[src/rtl/rv_ctrl_pkg.sv]
// Shared definitions for the RV32I multi-cycle control unit.
// Contents: base opcode values, FSM state and op-class enums, and the
// encodings of the pc_sel / alu_a_sel / alu_b_sel / wb_sel / trap_cause outputs.
package rv_ctrl_pkg;

    // instr[6:0] of the legal RV32I base opcodes
    localparam logic [6:0] OpcLui    = 7'b0110111;
    localparam logic [6:0] OpcAuipc  = 7'b0010111;
    localparam logic [6:0] OpcJal    = 7'b1101111;
    localparam logic [6:0] OpcJalr   = 7'b1100111;
    localparam logic [6:0] OpcBranch = 7'b1100011;
    localparam logic [6:0] OpcLoad   = 7'b0000011;
    localparam logic [6:0] OpcStore  = 7'b0100011;
    localparam logic [6:0] OpcOpImm  = 7'b0010011;
    localparam logic [6:0] OpcOp     = 7'b0110011;

    typedef enum logic [2:0] {
        StFetch,
        StDecode,
        StExec,
        StMem,
        StWb,
        StTrap
    } state_e;

    typedef enum logic [3:0] {
        OpNone,
        OpLui,
        OpAuipc,
        OpJal,
        OpJalr,
        OpBranch,
        OpLoad,
        OpStore,
        OpImm,
        OpReg
    } op_class_e;

    // pc_sel
    localparam logic [1:0] PcSelPlus4 = 2'd0;
    localparam logic [1:0] PcSelImm   = 2'd1;
    localparam logic [1:0] PcSelJalr  = 2'd2;

    // alu_a_sel
    localparam logic [1:0] AluARs1  = 2'd0;
    localparam logic [1:0] AluAPc   = 2'd1;
    localparam logic [1:0] AluAZero = 2'd2;

    // alu_b_sel
    localparam logic AluBRs2 = 1'b0;
    localparam logic AluBImm = 1'b1;

    // wb_sel
    localparam logic [1:0] WbSelAlu = 2'd0;
    localparam logic [1:0] WbSelMem = 2'd1;
    localparam logic [1:0] WbSelPc4 = 2'd2;

    // trap_cause
    localparam logic [1:0] TrapNone    = 2'd0;
    localparam logic [1:0] TrapIllegal = 2'd1;
    localparam logic [1:0] TrapBus     = 2'd2;

endpackage

[src/rtl/rv_op_decode.sv]
// Combinational opcode classifier.
// Ports:
//   opcode_i   - instr[6:0] from the instruction register
//   op_class_o - instruction class (OpNone when illegal)
//   legal_o    - 1 when opcode_i is one of the RV32I base opcodes
module rv_op_decode
    import rv_ctrl_pkg::*;
(
    input  logic [6:0] opcode_i,
    output op_class_e  op_class_o,
    output logic       legal_o
);

    always_comb begin
        op_class_o = OpNone;
        legal_o    = 1'b1;
        case (opcode_i)
            OpcLui:    op_class_o = OpLui;
            OpcAuipc:  op_class_o = OpAuipc;
            OpcJal:    op_class_o = OpJal;
            OpcJalr:   op_class_o = OpJalr;
            OpcBranch: op_class_o = OpBranch;
            OpcLoad:   op_class_o = OpLoad;
            OpcStore:  op_class_o = OpStore;
            OpcOpImm:  op_class_o = OpImm;
            OpcOp:     op_class_o = OpReg;
            default:   legal_o    = 1'b0;
        endcase
    end

endmodule

[src/rtl/rv_multicycle_ctrl.sv]
// Multi-cycle control unit for an RV32I datapath.
// Sequences FETCH/DECODE/EXEC/MEM/WB per instruction, drives datapath strobes
// and mux selects, handshakes with a variable-latency memory, traps on
// illegal opcodes and memory timeouts, and counts retired instructions.
// Ports:
//   clk, rst            - clock, synchronous active-high reset
//   opcode              - instr[6:0] from the instruction register
//   branch_taken        - comparator result for the current branch
//   mem_ready           - memory accepts/returns data this cycle
//   mem_req, mem_we     - memory request and store/read qualifier
//   addr_sel            - memory address: 0 = PC, 1 = ALU result
//   ir_write, pc_write  - instruction register / PC load strobes
//   pc_sel              - next PC: PC+4, PC+imm, (rs1+imm)&~1
//   alu_a_sel/alu_b_sel - ALU operand selects
//   reg_write, wb_sel   - register-file write enable and source
//   trap, trap_cause    - sticky trap flag and its cause
//   retired             - instructions completed since reset (wraps)
module rv_multicycle_ctrl
    import rv_ctrl_pkg::*;
#(
    parameter int unsigned MEM_TIMEOUT = 16,
    parameter int unsigned RET_W       = 32
) (
    input  logic             clk,
    input  logic             rst,
    input  logic [6:0]       opcode,
    input  logic             branch_taken,
    input  logic             mem_ready,
    output logic             mem_req,
    output logic             mem_we,
    output logic             addr_sel,
    output logic             ir_write,
    output logic             pc_write,
    output logic [1:0]       pc_sel,
    output logic [1:0]       alu_a_sel,
    output logic             alu_b_sel,
    output logic             reg_write,
    output logic [1:0]       wb_sel,
    output logic             trap,
    output logic [1:0]       trap_cause,
    output logic [RET_W-1:0] retired
);

    localparam int unsigned WaitW = (MEM_TIMEOUT > 0) ? $clog2(MEM_TIMEOUT + 1) : 1;

    state_e           state_q, state_d;
    op_class_e        op_class_q, op_class_d;
    logic [WaitW-1:0] wait_q, wait_d;
    logic [RET_W-1:0] retired_q, retired_d;
    logic [1:0]       trap_cause_q, trap_cause_d;

    op_class_e        dec_class;
    logic             dec_legal;
    logic             mem_busy;
    logic [WaitW-1:0] wait_inc;
    logic             timeout_hit;
    logic             retire;

    rv_op_decode u_op_decode (
        .opcode_i   (opcode),
        .op_class_o (dec_class),
        .legal_o    (dec_legal)
    );

    // States that hold a memory request open
    assign mem_busy = (state_q == StFetch) || (state_q == StMem);
    assign wait_inc = wait_q + WaitW'(1);
    // mem_ready in the limit cycle takes priority over the timeout
    assign timeout_hit = (MEM_TIMEOUT != 0) && mem_busy && !mem_ready &&
                         (wait_inc == WaitW'(MEM_TIMEOUT));

    // State register
    always_ff @(posedge clk) begin
        if (rst) begin
            state_q      <= StFetch;
            op_class_q   <= OpNone;
            wait_q       <= '0;
            retired_q    <= '0;
            trap_cause_q <= TrapNone;
        end else begin
            state_q      <= state_d;
            op_class_q   <= op_class_d;
            wait_q       <= wait_d;
            retired_q    <= retired_d;
            trap_cause_q <= trap_cause_d;
        end
    end

    // Next-state logic
    always_comb begin
        state_d      = state_q;
        op_class_d   = op_class_q;
        trap_cause_d = trap_cause_q;
        unique case (state_q)
            StFetch: begin
                if (mem_ready) begin
                    state_d = StDecode;
                end else if (timeout_hit) begin
                    state_d      = StTrap;
                    trap_cause_d = TrapBus;
                end
            end
            StDecode: begin
                if (dec_legal) begin
                    op_class_d = dec_class;
                    state_d    = StExec;
                end else begin
                    op_class_d   = OpNone;
                    state_d      = StTrap;
                    trap_cause_d = TrapIllegal;
                end
            end
            StExec: begin
                case (op_class_q)
                    OpLoad, OpStore:          state_d = StMem;
                    OpJal, OpJalr, OpBranch:  state_d = StFetch;
                    OpLui, OpAuipc, OpImm, OpReg: state_d = StWb;
                    default:                  state_d = StFetch;
                endcase
            end
            StMem: begin
                if (mem_ready) begin
                    state_d = (op_class_q == OpStore) ? StFetch : StWb;
                end else if (timeout_hit) begin
                    state_d      = StTrap;
                    trap_cause_d = TrapBus;
                end
            end
            StWb:    state_d = StFetch;
            StTrap:  state_d = StTrap;
            default: state_d = StFetch;
        endcase
    end

    // Wait counter and retire counter next-state
    always_comb begin
        wait_d = wait_q;
        if ((state_d != state_q) && ((state_d == StFetch) || (state_d == StMem))) begin
            wait_d = '0;
        end else if (mem_ready) begin
            wait_d = '0;
        end else if (mem_busy && (MEM_TIMEOUT != 0)) begin
            wait_d = wait_inc;
        end

        retired_d = retired_q;
        if (retire) begin
            retired_d = retired_q + RET_W'(1);
        end
    end

    // Output decode: Moore on state_q/op_class_q, with same-cycle mem_ready and
    // branch_taken only on ir_write, pc_sel and completion strobes.
    always_comb begin
        mem_req   = 1'b0;
        mem_we    = 1'b0;
        addr_sel  = 1'b0;
        ir_write  = 1'b0;
        pc_write  = 1'b0;
        pc_sel    = PcSelPlus4;
        alu_a_sel = AluARs1;
        alu_b_sel = AluBRs2;
        reg_write = 1'b0;
        wb_sel    = WbSelAlu;
        retire    = 1'b0;
        if (!rst) begin
            unique case (state_q)
                StFetch: begin
                    mem_req  = 1'b1;
                    ir_write = mem_ready;
                end
                StExec: begin
                    case (op_class_q)
                        OpReg: begin
                            alu_a_sel = AluARs1;
                            alu_b_sel = AluBRs2;
                        end
                        OpImm, OpLoad, OpStore: begin
                            alu_a_sel = AluARs1;
                            alu_b_sel = AluBImm;
                        end
                        OpLui: begin
                            alu_a_sel = AluAZero;
                            alu_b_sel = AluBImm;
                        end
                        OpAuipc: begin
                            alu_a_sel = AluAPc;
                            alu_b_sel = AluBImm;
                        end
                        OpJal, OpJalr: begin
                            reg_write = 1'b1;
                            wb_sel    = WbSelPc4;
                            pc_write  = 1'b1;
                            pc_sel    = (op_class_q == OpJal) ? PcSelImm : PcSelJalr;
                            retire    = 1'b1;
                        end
                        OpBranch: begin
                            pc_write = 1'b1;
                            pc_sel   = branch_taken ? PcSelImm : PcSelPlus4;
                            retire   = 1'b1;
                        end
                        default: ;
                    endcase
                end
                StMem: begin
                    mem_req  = 1'b1;
                    addr_sel = 1'b1;
                    mem_we   = (op_class_q == OpStore);
                    if ((op_class_q == OpStore) && mem_ready) begin
                        pc_write = 1'b1;
                        retire   = 1'b1;
                    end
                end
                StWb: begin
                    reg_write = 1'b1;
                    wb_sel    = (op_class_q == OpLoad) ? WbSelMem : WbSelAlu;
                    pc_write  = 1'b1;
                    retire    = 1'b1;
                end
                default: ;
            endcase
        end
    end

    assign trap       = !rst && (state_q == StTrap);
    assign trap_cause = rst ? TrapNone : trap_cause_q;
    assign retired    = rst ? '0 : retired_q;

endmodule

[config.mk]
export PLATFORM = sky130hd
export DESIGN_NAME = rv_multicycle_ctrl
export DESIGN_NICKNAME = d
export VERILOG_FILES = /design/src/rtl/rv_ctrl_pkg.sv /design/src/rtl/rv_op_decode.sv /design/src/rtl/rv_multicycle_ctrl.sv
export SDC_FILE = /design/constraint.sdc
export NUM_CORES = 1
export LEC_CHECK = 0
export ABC_AREA = 1
export CORE_MARGIN = 1.5
export CORE_UTILIZATION = 53
export DETAILED_ROUTE_END_ITERATION = 16
export PLACE_DENSITY = 0.8
export SLEW_MARGIN = 40
export SYNTH_ARGS = -nofsm -noshare
export SYNTH_HDL_FRONTEND = slang
export SYNTH_SLANG_ARGS = --single-unit
[constraint.sdc]
create_clock -name clk -period 2.41 [get_ports clk]
set_input_delay 0.723 -clock clk [delete_from_list [all_inputs] [get_ports clk]]
set_output_delay 0.723 -clock clk [all_outputs]
set_load 0.02 [all_outputs]
Word-level counts from Yosys, hierarchy flattened
Memory sizes are Yosys's and may differ from the RTL's. A register that Yosys moved wholly into a read port is not among the register bits.
Cells that the tools add are included.
- register bits: 46
- memory bits (read-only): 48
- input port bits: 11
- output and inout bits: 48
- word-level logic and storage cells: 102
- memories kept: 1
- memory list (memory ; words ; bits a word ; rd ports ; clocked after memory_dff ; write ports ; RTL line ; RTL):
    (name not given) ; 16 ; 3 ; 1 ; 1 ; 0 ; rv_multicycle_ctrl.sv:114 ; case (op_class_q)
- add/sub/neg operators: 2
- eq/ne operators: 28
- muxes and demuxes: 47
- reductions and logical operators: 19
- operators by type and width (kind ; number):
    $pmux 4 s9 ; 1
    $add 32x1->32 const B ; 1
    $mux 32 ; 1
    $mux 2 ; 11
    $eq 7x6->1 const B ; 3
    $eq 7x7->1 const B ; 3
    $mux 1 ; 19
    $eq 4x3->1 const B ; 4
    $pmux 2 s2 ; 4
    $mux 3 ; 5
    $pmux 3 s5 ; 1
    $eq 7x5->1 const B ; 2
    $mux 4 ; 3
    $eq 3x2->1 const B ; 3
    $reduce_or 9->1 ; 1
    $eq 4x2->1 const B ; 2
    $eq 7x2->1 const B ; 1
    $eq 3x3->1 const B ; 2
    $logic_not 3->1 ; 2
    $reduce_or 3->1 ; 2
    $add 5x1->5 const B ; 1
    $eq 5x5->1 const B ; 1
    $logic_and 1x1->1 ; 5
    $reduce_or 5->1 ; 1
    other kinds (13) ; 17

Depth between registers and ports, before layout
Gate-level depths: netlist (run 1).
- depth after elaboration: 11
- mapped depth: 15
- gate-level depth less buffers: 14

Cells and area by module
From an unflattened synthesis (run 1), not the netlist that was laid out.
- cell total of the unflattened synthesis: 540
- area total of the unflattened synthesis: 3286.9 um^2
- modules (own cells, without submodules) (module ; times used ; cells an instance ; area each (um^2) ; seq. area each (um^2)):
    rv_multicycle_ctrl ; 1 ; 504 ; 3140.5 ; 960.9
    rv_op_decode ; 1 ; 36 ; 146.4 ; 0.0

Worst setup path after synthesis (run 1)
Ideal clock, no wire load.
- kind: input to output
- start: in rst
- end: out pc_sel[0]
- arrival time: 1.647 ns
- required time: 1.687 ns
- setup slack: 0.040 ns
- stages on the path: 3
- buffers on the path: 2
- path through: clkbuf_1 -> buf_2 -> a211oi_1
- longest elaborated chain between the ends: 1
- RTL lines (what ; RTL line ; RTL):
    start, declared ; rv_multicycle_ctrl.sv:25 ; input logic rst,
    $mux 2 ; rv_multicycle_ctrl.sv:166 ; if (!rst) begin
    end, declared ; rv_multicycle_ctrl.sv:34 ; output logic [1:0] pc_sel,
No other way between the ends.

Worst setup path after layout (run 1)
- start: in rst
- end: out retired[20]
- longest elaborated chain between the ends: 1
- RTL lines (what ; RTL line ; RTL):
    $mux 32 ; rv_multicycle_ctrl.sv:227 ; assign retired = rst ? '0 : retired_q;
    end, declared ; rv_multicycle_ctrl.sv:41 ; output logic [RET_W-1:0] retired
No other way between the ends.

==> impl_metrics.ini, run 1 <==
[critical_path]
critical_path_depth = 4
crit_family = buffers and inverters
cp_num_buf_inv = 3
reg2reg_depth = 7
cp-end-kind = output port
required_ps = 1690
worstSetupStartpointType = input pin
slowest_delay_ps = 390
critPathArrivalTime_ps = 1630
crit_chain = buf_2, buf_12, nor2_1, dlygate4sd2_1
cp_max_fo = 27
crit_slowest_cell = dlygate4sd2_1
critical_path_class = input pin to output port

[final_layout]
stdcell_area_um2 = 4130
area_growth_pct = 26.2
nets = 615
n_fill_cell = 576
fin_util_pct = 69.4
drive_gt1_share_pct = 16.0
n_antenna_cell = 0

[routing]
vias = 3560
drc = 0
detail_route.wl_per_cell_um = 12.4
wl_mm = 8.41
vias_per_cell = 5.27
drt_iter0_markers = 274
ant_nets = 0
drtPass1Iterations = 4

[synth]
synth_area_leaders = dfxtp_1, nand2_1, nor2_1
netlist.area_leader.share_pct = 29.3
synthTopCellsByCount = nand2_1, nor2_1, inv_1, dfxtp_1, nor3_1
synth-async-reset-ratio_pct = 0
ys_warn_count = 0
synth_top_area_cell = dfxtp_1
synth_area_um2 = 3270
synthCells = 520
synth_cell_types = 40
ys_seq_area_share_pct = 29.3
synthFlopType = dfxtp_1
synth_edf_count = 0
syn_area_per_cell_um2 = 6.30
ys_ff_latch = 48
syn_nets = 534
yosysMostFrequentCell = nand2_1

[placement]
portBuffers = 58
routabilityCongestion = 0.935
place_area_um2 = 4090
place_hpwl_mm = 6.56

[timing]
fin_crit_sh_pct = 97.7
report.final.slew_viol_count = 0
period_needed_ps = 2360
worstMarginPinSlew_ps = 498
finalHoldViolCount = 0
setup_viol = 0
fin_skew_ps = 7.53
max_slew_margin_pct = 66.5
fin_hold_ws_ps = 469
fmax_ghz = 0.425

[clock_tree]
cts_root_buf = clkbuf_8
cts_inserted_buffers = 5
cts_tree = done
cts.reportedPaths.clkPinSlew_ps = 80
cts-htree-levels = 2
clockBufferDepth = 2
insertion_delay_ps = 300
cts_num_sinks = 48
hold_buffers = 0

[die]
core_area_um2 = 5960
ioPinCount = 59
fp.dieH_um = 81.6
rows = 28
initial_utilization_pct = 55.0
dieWidth_um = 81.6
die_area_um2 = 6660

[run]
drv_cap = 0

[power_and_ir_drop]
irDropWorstVdd_uv = 456
p_per_area_nw_per_um2 = 520
p_leak_nw = 1.84

[global_route]
grt-ovfl-total = 0
grt_antenna_before_repair = 0
grt_pass1_wl_mm = 14.4
grt_pass1_vias = 3479
grt_max_degree = 32
grtUsageTotal_pct = 27.2

[outcome]
status = finished, final reports clean

[min_path]
hp-class = flip-flop to flip-flop
min_path_cells = 2
## worst register-to-register path, cell delays in order, from the launching register on
cell     delay [ps]
dfxtp_1         410
nand4_1         140
nor2_1          250
nand4_1         210
nor3_1          440
nand2_1         180
o21ai_0         190
nor3b_1         190
## repair_timing
item / CTS / global route
buffers inserted: 0 / 2
setup endpoints to repair: 48 / 10
pin swaps: 1 / 2
gates resized for setup: 78 / 16
## sequential cells by signal (all words and copies together), names as in the netlist, named ones only
register / cells
retired_q: 32
wait_q: 5
op_class_q: 4
state_q: 3
trap_cause_q: 2
## placed cells by master, fill, tap and decap left out, types with 10 or more instances in the layout
cell type / Yosys / final
nand2_1: 103 / 101
nor2_1: 92 / 92
inv_1: 74 / 73
dfxtp_1: 48 / 44
dlygate4sd2_1: 0 / 38
nor3_1: 37 / 36
a21oi_1: 29 / 29
buf_4: 1 / 28
nand3_1: 26 / 26
o21ai_0: 14 / 14
nand4_1: 14 / 14
xor2_1: 13 / 13
nand2_2: 8 / 10
## path summary, 6_finish.rpt
| path | to | slack (ps) | from |
|---|---|---|---|
| worst max-delay path | retired[20] | 50 | rst |
| worst min-delay path | retired_q[31] | 470 | retired_q[31] |
| worst max register to register | retired_q[25] | 330 | retired_q[3] |
| worst min register to register | retired_q[31] | 470 | retired_q[31] |
## layer usage
metal / vias to the layer above / wire length [µm] / global-route usage, % / part of all wire (%)
met5: - / 0 / 0 / 0
met3: 29 / 413 / 3.33 / 4.9
met4: 0 / 264 / 11.0 / 3.1
met2: 128 / 4250 / 51.1 / 51
li1: 1814 / - / - / -
met1: 1589 / 3480 / 30.8 / 41
## final cells by class
class	count	area, µm²	share of cell area, %
Sequential cell	48	966	23.4
Clock buffer	7	96.3	2.33
Inverter	82	315	7.63
Timing Repair Buffer	87	718	17.4
Multi-Input combinational cell	377	1940	47.0
Tap cell	75	93.8	2.27
## per-stage QoR
stage / setup TNS, ps / setup WS (ps) / power (mW) / std cells
3_5_place_dp: -6710 / -513 / 1.66 / 667
2_1_floorplan: 0 / 39.9 / 1.45 / 520
4_1_cts: 0 / 1.35 / 2.15 / 674
6_report: 0 / 54.9 / 2.15 / 676
3_3_place_gp: -6140 / -462 / 1.64 / 667
5_1_grt: -3.19 / -3.19 / 2.29 / 676
## power by group
| part | leakage (nW) | internal (mW) | switching, mW |
|---|---|---|---|
| sequential | 0.390 | 0.842 | 0.0655 |
| combinational | 1.40 | 0.257 | 0.471 |
| clock | 0.0503 | 0.256 | 0.258 |
| total | 1.84 | 1.35 | 0.794 |
## cell families after synthesis
logic type                 share of synthesized area [%]
and+or+nand+nor                                     43.6
DFF                                                 29.3
xor gates and xnor gates                            4.74
adders and majority gates                           1.15
muxes                                              0.306
buffers and inverters                               12.0
AOI/OAI and AO/OA                                   8.87
Power figures use the tool's default switching activity.
==> run 2: changes to the inputs <==
--- a/config.mk
+++ b/config.mk
@@ -7,9 +7,8 @@
 export LEC_CHECK = 0
 export ABC_AREA = 1
 export CORE_MARGIN = 1.5
-export CORE_UTILIZATION = 53
+export CORE_UTILIZATION = 40
 export DETAILED_ROUTE_END_ITERATION = 16
-export PLACE_DENSITY = 0.8
 export SLEW_MARGIN = 40
 export SYNTH_ARGS = -nofsm -noshare
 export SYNTH_HDL_FRONTEND = slang
==> impl_metrics.ini, run 2 (same netlist as run 1, synthesis figures left out) <==
[routing]
wl_mm = 8.41
drt_iter0_markers = 116
drtPass1Iterations = 6
drc = 0
vias = 3448
detail_route.wl_per_cell_um = 11.8
vias_per_cell = 4.86
ant_nets = 0

[timing]
grt_setup_unrepaired = false
report.final.slew_viol_count = 0
fin_ws_ps = 69.3
setup_viol = 0
max_slew_margin_pct = 69.3
finalHoldViolCount = 0
period_needed_ps = 2340
fin_crit_sh_pct = 97.1
setup_tns_ps = 0
fmax_ghz = 0.427
worstMarginPinSlew_ps = 457
fin_skew_ps = 8.38

[final_layout]
n_fill_cell = 870
drive_gt1_share_pct = 16.1
largest_reg_flops = 32
n_antenna_cell = 0
area_growth_pct = 28.0
layout_common_cells = nand2_1, nor2_1, inv_1
layout_commonest_cell = nand2_1
fin_util_pct = 53.7
top_regs = retired_q (32), wait_q (5), op_class_q (4)
register_area_um2 = 966
top_register = retired_q
multiInputGateArea_um2 = 1940
nets = 621

[global_route]
grt_antenna_before_repair = 0
grt_pass1_vias = 3397
grt-ovfl-total = 0
grt_pass1_wl_mm = 14.7
grtUsageTotal_pct = 20.7
grt_max_degree = 34

[min_path]
hp-class = flip-flop to flip-flop

[critical_path]
crit_slowest_cell = clkdlybuf4s50_1
critPathArrivalTime_ps = 1620
cp_max_fo = 1
setup.worst_path.start = branch_taken
cp-end-kind = output port
reg2reg_from = state_q[1]
crit_end = pc_sel[0]
critical_path_class = input pin to output port
rr_endpoint = wait_q[2]
regToRegSetupSlack_ps = 410
crit_chain = clkdlybuf4s50_1, nand2_1, a211oi_1, buf_2
reg2reg_depth = 16
worstSetupStartpointType = input pin
required_ps = 1690
slowest_delay_ps = 450

[die]
core_area_um2 = 7810
ioPinCount = 59
fp.dieH_um = 93.5
rows = 32
dieWidth_um = 93.5
die_area_um2 = 8740
initial_utilization_pct = 41.9

[clock_tree]
clockBufferDepth = 2
cts_inserted_buffers = 5
cts.reportedPaths.clkPinSlew_ps = 80
cts_tree = done
insertion_delay_ps = 310
cts_num_sinks = 48
cts-htree-levels = 2
cts_root_buf = clkbuf_8

[placement]
preCtsSetupSlack_ps = -478
place_hpwl_mm = 6.78
routabilityCongestion = 0.927
portBuffers = 58

[run]
drv_cap = 0

[outcome]
status = finished, final reports clean

[power_and_ir_drop]
irDropWorstVdd_uv = 368
fin_total_pwr_mw = 2.17
p_per_area_nw_per_um2 = 517
p_leak_nw = 1.86
-- run 2: layer usage --
| layer | vias to the layer above | global-route usage (%) | part of all wire (%) |
|---|---|---|---|
| met3 | 10 | 2.85 | 4.6 |
| met4 | 0 | 4.80 | 1.1 |
| met1 | 1548 | 24.7 | 45 |
| met2 | 67 | 38.6 | 49 |
| li1 | 1823 | - | - |
| met5 | - | 0 | 0 |
-- run 2: repair_timing --
action,4_1_cts,5_1_grt
setup endpoints to repair,48,16
resized for setup,65,21
pin swaps,1,3
hold buffers,0,0
cloned,0,0
setup buffers,0,1
-- run 2: per-stage QoR --
stage / area [µm²] / hold WS, ps / cells
after floorplan: 3270 / 444 / 520
after global placement: 4170 / 452 / 701
after detailed placement: 4170 / 458 / 701
after CTS: 4200 / 470 / 709
after global routing: 4190 / 499 / 710
final: 4190 / 468 / 710
-- run 2: critical path, delay by kind of cell --
kind | cells | cell delay [ps]
AO/OA/AOI/OAI | 1 | 200
buffers and inverters | 2 | 650
AND/OR/NAND/NOR | 1 | 50
-- run 2: worst min-delay path by stage --
stage / from / end / cells after the start
after floorplan: retired_q[31] / retired_q[31] / 2
after global placement: retired_q[31] / retired_q[31] / 2
after detailed placement: retired_q[31] / retired_q[31] / 2
after CTS: retired_q[31] / retired_q[31] / 2
after global routing: retired_q[31] / retired_q[31] / 2
final: retired_q[31] / retired_q[31] / 2
-- run 2: where the power goes --
group / internal (mW) / switching [mW]
combinational: 0.276 / 0.478
clock: 0.235 / 0.268
sequential: 0.842 / 0.0684
-- run 2: layout make-up --
cell class | count | area share (%)
Multi-Input combinational cell | 377 | 46.2
Sequential cell | 48 | 23.0
Timing Repair Buffer | 93 | 18.0
Inverter | 82 | 7.52
Tap cell | 102 | 3.04
Clock buffer | 8 | 2.15
==> variant 1, RTL diff (settings of run 1) <==
The parameter `MEM_TIMEOUT` goes from 16 to 8.
--- a/src/rtl/rv_multicycle_ctrl.sv
+++ b/src/rtl/rv_multicycle_ctrl.sv
@@ -18,7 +18,7 @@
 module rv_multicycle_ctrl
     import rv_ctrl_pkg::*;
 #(
-    parameter int unsigned MEM_TIMEOUT = 16,
+    parameter int unsigned MEM_TIMEOUT = 8,
     parameter int unsigned RET_W       = 32
 ) (
     input  logic             clk,
Check against the original RTL: not equivalent (a bounded check fails within 10 cycles, from zero or initial values and one cycle with rst high).
==> variant 1 against run 1 <==
  * Synthesized area is 0.80% lower
  * Total power fell by 16%
  * Critical endpoint is now pc_sel[0]
  * Combinational power fell by 42%
  * Setup slack worse by 0.019 ns
  * Maximum frequency fell by 0.78%
  * Cell area up 1.9%
  * Sequential cell count fell by 1
  * Wire length grew 4.3%
  * First-iteration DRC count increased by 31%
  * Critical path depth unchanged
  * Largest power group unchanged
==> variant 1: results (changes against run 1) <==
[outcome]
status = finished clean

[place]
dp_hpwl_mm = 6.863  ; +4.6%
preCtsSetupSlack_ns = -0.5656  ; -0.05243 ns
dp.cells = 689  ; +3.3%
place.gp.congestion = 0.9533  ; +2.0%

[route]
wl_met1_mm = 4.150  ; +19%
finalWirelength_mm = 8.768  ; +4.3%
dr_wl_met3_um = 575  ; +39%
viasPerCell = 5.274  ; +0.15%
wl_met2_mm = 3.902  ; -8.2%
detail_route.first_pass.iterations = 5  ; +1
first_iter_violations = 360  ; +31%

[global_routing]
use_met2_pct = 42.89  ; -8.2 points
grt_pass1_vias = 3199  ; -8.0%
grt.met3_usage_pct = 4.045  ; +0.71 points
grt_usage_pct = 27.78  ; +0.62 points
grt_pass1_wl_mm = 14.39  ; -0.19%
grtUsageMet1_pct = 39.66  ; +8.9 points

[finish]
final_cells = 696  ; +3.0%
nFillCells = 544  ; -5.6%
reg_top3 = retired_q: 32 flops, op_class_q: 4 flops, wait_q: 4 flops
drive_above_1_share_pct = 15.30  ; -0.68 points
final_nets = 635  ; +3.3%

[yosys]
synth_cell_types = 39  ; -2.5%
ys_seq_area_share_pct = 28.97  ; -0.38 points
yosys-top-cells-area = dfxtp_1 (29%), nand2_1 (15%), nor2_1 (11%)
synth_common_cells = nand2_1 (126), nor2_1 (95), inv_1 (68)
syn_area_per_cell_um2 = 6.117  ; -2.9%
synth_nets = 545  ; +2.1%

[worst_setup_path]
max_stage_delay_ns = 0.45  ; +0.06 ns
cp.arrival_ns = 1.65  ; +0.02 ns
crit_family = buffers and inverters
path_max_fanout = 1  ; -96%

[pwr]
vdd_drop_max_uv = 298.1  ; -35%
power_leakage_nw = 1.848  ; +0.61%

[sta]
tightest_slew_ns = 0.6816  ; +0.1832 ns
skew_ns = 0.008894  ; +0.001367 ns

[variant 1: cell count changes after synthesis, sizes merged, moves of 4 or more]
| cell | change |
|---|---|
| nand2 | +16 |
| nor3 | -10 |
| nor4 | +6 |
| a21oi | +5 |
| nand4 | -4 |
| nor2 | +4 |
[variant 1: cell families after synthesis]
kind of cell	count (synthesis)	share of synthesized area, %
simple gates	311	43.80
buf+inv	93	11.67
compound gates	60	9.784
flops	47	28.97
xor+xnor	16	4.315
fa+ha+maj	3	1.156
mux	1	0.3082
[variant 1: worst paths after layout]
check                  start         endpoint  slack (ns)
max             branch_taken        pc_sel[0]        0.04
min          trap_cause_q[1]  trap_cause_q[1]        0.46
max reg2reg    op_class_q[1]    retired_q[16]        0.48
min reg2reg  trap_cause_q[1]  trap_cause_q[1]        0.46
[variant 1: power breakdown]
group | internal (mW) | switching [mW]
sequential | 0.796 | 0.0206
clock | 0.305 | 0.267
combinational | 0.165 | 0.257
total | 1.27 | 0.545
[variant 1: through the flow]
| stage | instance area [µm²] | power, mW | TNS, ns | hold slack (ns) |
|---|---|---|---|---|
| 2_1_floorplan | 3251 | 1.090 | 0 | 0.4287 |
| 3_3_place_gp | 4163 | 1.247 | -7.656 | 0.4402 |
| 3_5_place_dp | 4163 | 1.256 | -8.844 | 0.4478 |
| 4_1_cts | 4205 | 1.808 | -0.01277 | 0.4618 |
| 5_1_grt | 4209 | 1.887 | -0.03765 | 0.4951 |
| 6_report | 4209 | 1.811 | 0 | 0.4636 |
[variant 1: what timing repair did]
action                     in CTS  in global routing
resized for setup              61                 21
setup endpoints to repair      48                 12
pin swaps                       0                  2
[variant 1: final cells by class]
class,count,area share (%)
clock buffer,6,1.724
clock inverter,1,0.7134
inverter,80,7.164
multi-input combinational,391,46.49
sequential,47,22.41
tap,75,2.229
timing repair buffer,96,19.26
==> variant 2, RTL diff (settings of run 1) <==
Made on the original files. Put a register stage on the output `retired`, with the module's reset. The value now appears one clock later. The other outputs are not delayed to match.
--- a/src/rtl/rv_multicycle_ctrl.sv
+++ b/src/rtl/rv_multicycle_ctrl.sv
@@ -224,7 +224,13 @@
 
     assign trap       = !rst && (state_q == StTrap);
     assign trap_cause = rst ? TrapNone : trap_cause_q;
-    assign retired    = rst ? '0 : retired_q;
+    always_ff @(posedge clk) begin
+        if (rst) begin
+            retired <= '0;
+        end else begin
+            retired <= rst ? '0 : retired_q;
+        end
+    end
 
 endmodule
 
Formal check against the unedited RTL: not equivalent (a bounded check fails within 4 cycles, from zero or initial values and one cycle with rst high).
==> variant 2 against run 1 <==
  * Setup slack got worse by 0.0069 ns
  * Sequential power increased by 53%
  * Cell count increased by 11%
  * Sequential cell count increased by 32
  * Wire length increased by 11%
  * Critical path depth increased by 4
  * Global-route usage decreased by 1.4 points
  * Synthesized area increased by 17%
  * Total power increased by 28%
  * Cell area increased by 17%
  * Combinational power decreased by 44%
  * Critical endpoint is now pc_write
==> variant 2: results (changes against run 1) <==
[cts]
cts_buffers = 9  ; +4
insertion_delay_ns = 0.35  ; +0.05 ns
htreeDepth = 3  ; +1
postCtsResizedCells = 45  ; -42%

[route]
wl_met1_mm = 3.957  ; +14%
finalWirelength_mm = 9.317  ; +11%
dr_wl_met3_um = 423  ; +2.4%
first_iter_violations = 270  ; -1.5%
wl_met2_mm = 4.749  ; +12%
viasPerCell = 5.100  ; -3.1%
dr_total_vias = 3810  ; +7.0%

[yosys]
yosys-top-cells-area = dfxtp_1 (42%), nand2_1 (13%), nor2_1 (9.3%)
syn_area_per_cell_um2 = 6.841  ; +8.6%
synth_common_cells = nand2_1 (131), nor2_1 (95), dfxtp_1 (80)
ys_seq_area_share_pct = 41.95  ; +13 points
synth_nets = 572  ; +7.1%
synth_cell_types = 38  ; -5.0%

[finish]
drive_above_1_share_pct = 12.90  ; -3.1 points
final_nets = 661  ; +7.5%

[place]
dp_hpwl_mm = 7.044  ; +7.3%
dp.cells = 732  ; +9.7%
place_area_mm2 = 0.004702  ; +15%
place.gp.congestion = 0.9447  ; +1.1%

[sta]
tightest_slew_ns = 0.5591  ; +0.06076 ns
skew_ns = 0.009388  ; +0.001862 ns

[worst_setup_path]
reg2regPathDepth = 11  ; +4
path_max_fanout = 4  ; -85%
worstReg2RegEnd = retired_q[10]

[pwr]
vdd_drop_max_uv = 356.5  ; -22%
powerDensity_mw_per_mm2 = 564.9  ; +8.6%
power_frac_seq_pct = 50.6  ; +8.4 points
power_leakage_nw = 1.944  ; +5.8%

[global_routing]
grtUsageMet1_pct = 29.95  ; -0.80 points
grt_pass1_vias = 3521  ; +1.2%
grt_pass1_wl_mm = 15.61  ; +8.2%
grt.met3_usage_pct = 4.336  ; +1.0 points
use_met2_pct = 47.19  ; -3.9 points

[min_path]
min_to = trap_cause_q[1]
hp-start = trap_cause_q[1]

[outcome]
status = finished clean

## variant 2: worst max path at each step
stage                           to  slack (ns)           from
after global routing      pc_write       -0.02  op_class_q[3]
final                     pc_write        0.05  op_class_q[3]
after floorplan           addr_sel        0.03            rst
after global placement    pc_write       -0.55      mem_ready
after CTS                 pc_write       -0.07  op_class_q[3]
after detailed placement  pc_write       -0.58      mem_ready
## variant 2: logic make-up (layout without fill, tap and decap cells)
logic type,Yosys count,in the layout,share of synthesized area [%]
flip-flops,80,80,41.95
buffers and inverters,87,180,9.013
AND/OR/NAND/NOR,316,316,35.99
multiplexers,1,1,0.2622
XOR/XNOR,20,20,4.589
AO/OA/AOI/OAI,51,51,7.211
adder cells (fa/ha/maj),3,3,0.9834
## variant 2: cell type report
type	count	area, µm²
clock inverters	5	58.81
well taps	96	120.1
fillers	603	2016
clock buffers	10	127.6
repair buffers	91	767.0
inverters	74	280.3
multi-input cells	391	1893
flip-flops and latches	80	1607
